`src/rtl/arbiter_types.sv`:
```
// ---------------------------------------------------------------------------
// arbiter_types
// Shared type definitions for the I/D cache arbiter that sits between the
// two L1 caches and the cacheline adaptor.
//   arb_state_t : arbiter FSM state
//   arb_req_t   : requester identity, also used to remember the last grant
//   arb_op_t    : memory operation latched at grant time
// ---------------------------------------------------------------------------
package arbiter_types;

    typedef enum logic [1:0] {
        ST_IDLE    = 2'd0,
        ST_SERVE_I = 2'd1,
        ST_SERVE_D = 2'd2,
        ST_DONE    = 2'd3
    } arb_state_t;

    typedef enum logic {
        REQ_I = 1'b0,
        REQ_D = 1'b1
    } arb_req_t;

    typedef enum logic [1:0] {
        OP_NONE  = 2'd0,
        OP_READ  = 2'd1,
        OP_WRITE = 2'd2
    } arb_op_t;

    // Cachelines are 32 bytes: the low five address bits are the byte offset.
    localparam int LINE_OFFSET_W = 5;

endpackage

```
`src/rtl/cache_arbiter.sv`:
```
// ---------------------------------------------------------------------------
// cache_arbiter
// Shares one cacheline memory port between the I-cache (fills only) and the
// D-cache (fills and writebacks). One transaction is open at a time; when
// both caches ask in the same idle cycle the grant alternates round-robin.
//
// Ports
//   clk, rst               clock, synchronous active-high reset
//   i_read, i_addr         I-cache fill request (held until i_resp)
//   i_rdata, i_resp        I-cache fill data / one-cycle completion
//   d_read, d_write        D-cache fill / writeback request (held until d_resp)
//   d_addr, d_wdata        D-cache line address / writeback data
//   d_rdata, d_resp        D-cache fill data / one-cycle completion
//   mem_read, mem_write    memory-side request, from the latched operation
//   mem_addr, mem_wdata    memory-side address / data, from latch registers
//   mem_rdata, mem_resp    memory-side read data / completion pulse
// ---------------------------------------------------------------------------
module cache_arbiter
    import arbiter_types::*;
#(
    parameter int LINE_W = 256,
    parameter int ADDR_W = 32
) (
    input  logic              clk,
    input  logic              rst,

    input  logic              i_read,
    input  logic [ADDR_W-1:0] i_addr,
    output logic [LINE_W-1:0] i_rdata,
    output logic              i_resp,

    input  logic              d_read,
    input  logic              d_write,
    input  logic [ADDR_W-1:0] d_addr,
    input  logic [LINE_W-1:0] d_wdata,
    output logic [LINE_W-1:0] d_rdata,
    output logic              d_resp,

    output logic              mem_read,
    output logic              mem_write,
    output logic [ADDR_W-1:0] mem_addr,
    output logic [LINE_W-1:0] mem_wdata,
    input  logic [LINE_W-1:0] mem_rdata,
    input  logic              mem_resp
);

    localparam logic [ADDR_W-1:0] LINE_MASK =
        {{(ADDR_W-LINE_OFFSET_W){1'b1}}, {LINE_OFFSET_W{1'b0}}};

    arb_state_t        state_q, state_d;
    arb_req_t          last_q,  last_d;
    arb_op_t           op_q,    op_d;
    logic [ADDR_W-1:0] addr_q,  addr_d;
    logic [LINE_W-1:0] wdata_q, wdata_d;

    logic     i_act, d_act;
    arb_req_t pick;

    assign i_act = i_read;
    assign d_act = d_read | d_write;

    // Contention goes to whoever was not served last.
    always_comb begin
        pick = REQ_I;
        if (i_act && d_act) begin
            pick = (last_q == REQ_I) ? REQ_D : REQ_I;
        end else if (d_act) begin
            pick = REQ_D;
        end
    end

    always_ff @(posedge clk) begin
        if (rst) begin
            state_q <= ST_IDLE;
            last_q  <= REQ_I;
            op_q    <= OP_NONE;
            addr_q  <= '0;
            wdata_q <= '0;
        end else begin
            state_q <= state_d;
            last_q  <= last_d;
            op_q    <= op_d;
            addr_q  <= addr_d;
            wdata_q <= wdata_d;
        end
    end

    always_comb begin
        state_d   = state_q;
        last_d    = last_q;
        op_d      = op_q;
        addr_d    = addr_q;
        wdata_d   = wdata_q;
        mem_read  = 1'b0;
        mem_write = 1'b0;
        i_resp    = 1'b0;
        d_resp    = 1'b0;
        i_rdata   = '0;
        d_rdata   = '0;

        case (state_q)
            ST_IDLE: begin
                // The request is captured here so later input changes cannot
                // disturb the open transaction.
                if (i_act || d_act) begin
                    if (pick == REQ_D) begin
                        state_d = ST_SERVE_D;
                        addr_d  = d_addr & LINE_MASK;
                        // A simultaneous read+write is treated as a write.
                        if (d_write) begin
                            op_d    = OP_WRITE;
                            wdata_d = d_wdata;
                        end else begin
                            op_d    = OP_READ;
                            wdata_d = '0;
                        end
                    end else begin
                        state_d = ST_SERVE_I;
                        op_d    = OP_READ;
                        addr_d  = i_addr & LINE_MASK;
                        wdata_d = '0;
                    end
                end
            end

            ST_SERVE_I: begin
                mem_read  = (op_q == OP_READ);
                mem_write = (op_q == OP_WRITE);
                if (mem_resp) begin
                    i_resp  = 1'b1;
                    i_rdata = mem_rdata;
                    last_d  = REQ_I;
                    state_d = ST_DONE;
                end
            end

            ST_SERVE_D: begin
                mem_read  = (op_q == OP_READ);
                mem_write = (op_q == OP_WRITE);
                if (mem_resp) begin
                    d_resp  = 1'b1;
                    d_rdata = mem_rdata;
                    last_d  = REQ_D;
                    state_d = ST_DONE;
                end
            end

            // Turnaround cycle: the served cache drops its request here, so
            // IDLE never sees a stale request from it.
            ST_DONE: begin
                state_d = ST_IDLE;
            end

            default: begin
                state_d = ST_IDLE;
            end
        endcase
    end

    assign mem_addr  = addr_q;
    assign mem_wdata = wdata_q;

    // Fill and writeback together is a D-cache protocol violation.
    assert property (@(posedge clk) disable iff (rst) !(d_read && d_write));

endmodule

```
`config.mk`:
```
export PLATFORM = sky130hd
export DESIGN_NAME = cache_arbiter
export DESIGN_NICKNAME = d
export VERILOG_FILES = /design/src/rtl/arbiter_types.sv /design/src/rtl/cache_arbiter.sv
export SDC_FILE = /design/constraint.sdc
export NUM_CORES = 1
export LEC_CHECK = 0
export ABC_CLOCK_PERIOD_IN_PS = 4100
export BUFFER_PORTS_ARGS = -buffer_cell sky130_fd_sc_hd__buf_2
export CAP_MARGIN = 40
export CELL_PAD_IN_SITES_DETAIL_PLACEMENT = 1
export CELL_PAD_IN_SITES_GLOBAL_PLACEMENT = 1
export CORE_AREA = 2 2 547 549
export DETAILED_ROUTE_END_ITERATION = 16
export DIE_AREA = 0 0 549 551
export HOLD_SLACK_MARGIN = 0.1
export PLACE_DENSITY_LB_ADDON = 0.1
export SYNTH_ARGS = -nofsm -noshare
export SYNTH_HDL_FRONTEND = slang
export SYNTH_SLANG_ARGS = --single-unit
export TNS_END_PERCENT = 20
```
`constraint.sdc`:
```
create_clock -name clk -period 4.1 [get_ports clk]
set_input_delay 0.82 -clock clk [delete_from_list [all_inputs] [get_ports clk]]
set_output_delay 0.82 -clock clk [all_outputs]
set_load 0.01 [all_outputs]
```
==> results.md <==
- Clk pin slew, worst setup/hold paths: 0.07 ns
- Die area: between 300000 and 400000 µm²
- R2R Path Start: state_q[0]
- CP max FO: 85
- DR vias/cell: 2.84
- Max Clk Rate: about 0.29 GHz
- CTS resizes: 0
- Setup crit start kind: flop
- Slew headroom: 0.446
- Top FF cell, synth: dfxtp_1
- Post-Synthesis Cell Area: 14100 µm²
- Routed via count: 19700
- Area grow syn2layout: 92.0%
- Library cells used by synthesis: 31
- Hold Crit Class: input port to flop
- Final worst slack: 0.607 ns
- Setup TNS: 0 ns
- Core box area: 296000 µm²
- Worst reg-to-reg setup slack: 1.71 ns
- Register share of total power: 0.240
- Vias in the first global route: 19800
- Hold EP: mem_addr[24]
- Gp weighted congestion: between 0.9 and 1
- CTS Buffer Depth: 3
- Post-synthesis sequential area ratio: 0.408
- Die W: 549 µm
- Worst r2r path cells: 6
- CTS Sinks: 288
- Outcome: complete, no violations
- Min Tclk post-route: 3.49 ns
- Pleak: 14.1 nW
- CTS Hold Buffers Added: 0
- Initial DRC count: 917
- Tot GR Track Use: 0.115
- Worst Hold Depth: 3
- DP Area: 25600 µm²
- Nets@finish: approximately 3500
- Antenna violations before repair: 172
- Synth warn: 0
- Mapped Cells: 1705
- Worst r2r dst: mem_wdata[141]
- CTS Buf Count: 43
- Tcrit/Tclk final: 0.852
- Root Buffer: clkbuf_16
- Routed WL: 184000 µm
- Die Span Y: approximately 550 µm
- Starting Density: 0.0477
- Slew @ Worst Pin: just over 0.8 ns
- Unrepaired setup endpoints after global routing: false
- Port bufs: between 1000 and 1500
- DRC Markers: 0
- I/O pin cnt: roughly 1400
- Internal power: 8.02 mW
- Num rows: 200
- Clk pwr share: 0.274
- Hpwl dp: 151000 µm
- EDFF count, synth: 0
- Worst endpoint data arrival time: 2.67 ns
- Largest net degree at the start of global routing: approximately 130
- Asr flop ratio synth: 0
- Final ANT Viol Nets: 0
- Final Non-Filler Cells: between 6000 and 7000
- P per Cell Area: 555 nW/µm²
- CP Capture Type: output port
- Min-delay src: i_addr[24]
- Net Sw Frac: 0.467
- Worst endpoint required time: 3.28 ns
- Inst Count DP: between 6000 and 7000
- Net Sw Power: 7.02 mW
- Final hold vios: 0
- Setup bufs post-CTS: 0
- Final hold slack: 0.450 ns
- Avg Cell Area, Syn: roughly 8.3 µm²
- Post-route cell area: 27100 µm²
- Global-route wire length before repair: about 230000 µm
- Place WS: 1.11 ns
- Share of cells above drive strength 1: 0.505
- CTS tree: built
- Layout Skew: 0.0259 ns
- First-pass DRT Iterations: 5
- Power share of the combinational group: 0.486
- H-tree depth: 2
- Max Cap Violations: 0
- Crit Path Category: flop to output port
- Slew Limit Fails: 0
- Overflow after GRT: 0
- Max rail drop VDD: 0.000377 V
- Clock Latency Late Sink: 0.61 ns
- Synthesis-stage register bit count: 288
- Avg WL per Cell: 26.5 µm
- Endpoints failing setup: 0
==> logic make-up (layout without fill, tap and decap cells) <==
family,Yosys count,after routing,share of synthesized area
multiplexers,1,1,0.000709
AND/OR/NAND/NOR,863,863,0.322
flip-flops,288,288,0.408
adder cells (fa/ha/maj),5,5,0.00443
AO/OA/AOI/OAI,295,295,0.184
buffers and inverters,252,1504,0.0813
other,1,38,0.000265
==> Yosys cell counts (2+ instances only) <==
| master | count | area (µm²) |
|---|---|---|
| a22oi_1 | 2 | 15.0 |
| a311oi_1 | 27 | 236 |
| a32oi_1 | 256 | 2240 |
| and2_1 | 2 | 12.5 |
| and3_1 | 512 | 3200 |
| buf_2 | 60 | 300 |
| buf_4 | 26 | 195 |
| clkbuf_1 | 155 | 582 |
| clkbuf_4 | 6 | 45.0 |
| dfxtp_1 | 288 | 5770 |
| ha_1 | 5 | 62.6 |
| inv_1 | 3 | 11.3 |
| nand2_1 | 58 | 218 |
| nor2_1 | 287 | 1080 |
| o21ai_0 | 2 | 10.0 |
==> cells in the final DEF, fill, tap and decap left out, types with 2 or more instances in the layout <==
cell type | synthesis | routed
buf_2 | 60 | 1369
and3_1 | 512 | 512
dfxtp_1 | 288 | 288
nor2_1 | 287 | 287
a32oi_1 | 256 | 256
nand2_1 | 58 | 57
clkbuf_16 | 0 | 44
diode_2 | 0 | 33
a311oi_1 | 27 | 27
buf_4 | 26 | 26
buf_12 | 0 | 25
clkbuf_1 | 155 | 14
clkbuf_8 | 0 | 7
conb_1 | 1 | 5
clkinv_2 | 0 | 5
bufinv_16 | 0 | 5
inv_1 | 3 | 3
ha_1 | 5 | 3
a22oi_1 | 2 | 2
o21ai_0 | 2 | 2
ha_4 | 0 | 2
buf_8 | 0 | 2
==> power by group through the flow <==
stage          Clock (mW)  Sequential [mW]  Combinational [mW]
5_1_grt              4.50             3.69                7.96
3_5_place_dp            0             3.67                7.63
6_report             4.12             3.62                7.31
4_1_cts              4.44             3.63                7.64
2_1_floorplan           0             3.89                3.33
3_3_place_gp            0             3.67                7.70
==> routing by layer <==
| layer | global-route usage | wire length (µm) |
|---|---|---|
| met2 | 0.190 | 84400 |
| met5 | 0 | 342 |
| met4 | 0.0135 | 3040 |
| met1 | 0.143 | 78400 |
| met3 | 0.0446 | 17400 |
==> sequential cells by signal, summed over array words and instances (netlist names) <==
| register | cells |
|---|---|
| state_q | 2 |
| last_q | 1 |
| mem_addr | 27 |
| mem_wdata | 256 |
| op_q | 2 |
==> critical path, cell delays in order, from the launching register on <==
cell and delay [ns]:
dfxtp_1 0.35, inv_1 0.18, ha_4 0.32, buf_12 0.31
and3_1 0.52, buf_2 0.22
==> worst max path at each step <==
stage               depth (start not counted)       start      endpoint  slack, ns
floorplan                                   5    mem_resp  i_rdata[186]       1.50
CTS                                         5  state_q[0]    d_rdata[2]       0.51
global placement                            4    mem_resp   d_rdata[26]       1.12
detailed placement                          4    mem_resp  d_rdata[233]       1.11
global route                                5  state_q[0]  d_rdata[235]       0.40
finish                                      5  state_q[0]    d_rdata[0]       0.61
==> per-stage QoR <==
stage               total power, mW  utilization
floorplan                      7.21            -
global placement               11.4       0.0861
detailed placement             11.3       0.0863
CTS                            15.7       0.0913
global route                   16.1       0.0913
finish                         15.0       0.0915
==> final cells by class <==
cell class                 count  area (µm²)
clock buffer                  65        1250
tap                         3939        4930
timing repair buffer        1422        7580
clock inverter                14         216
inverter                       3        11.3
fill                       35600      269000
antenna                       33        82.6
multi-input combinational   1169        7290
sequential                   288        5770
Note: power is estimated with default switching activity, not from simulation.
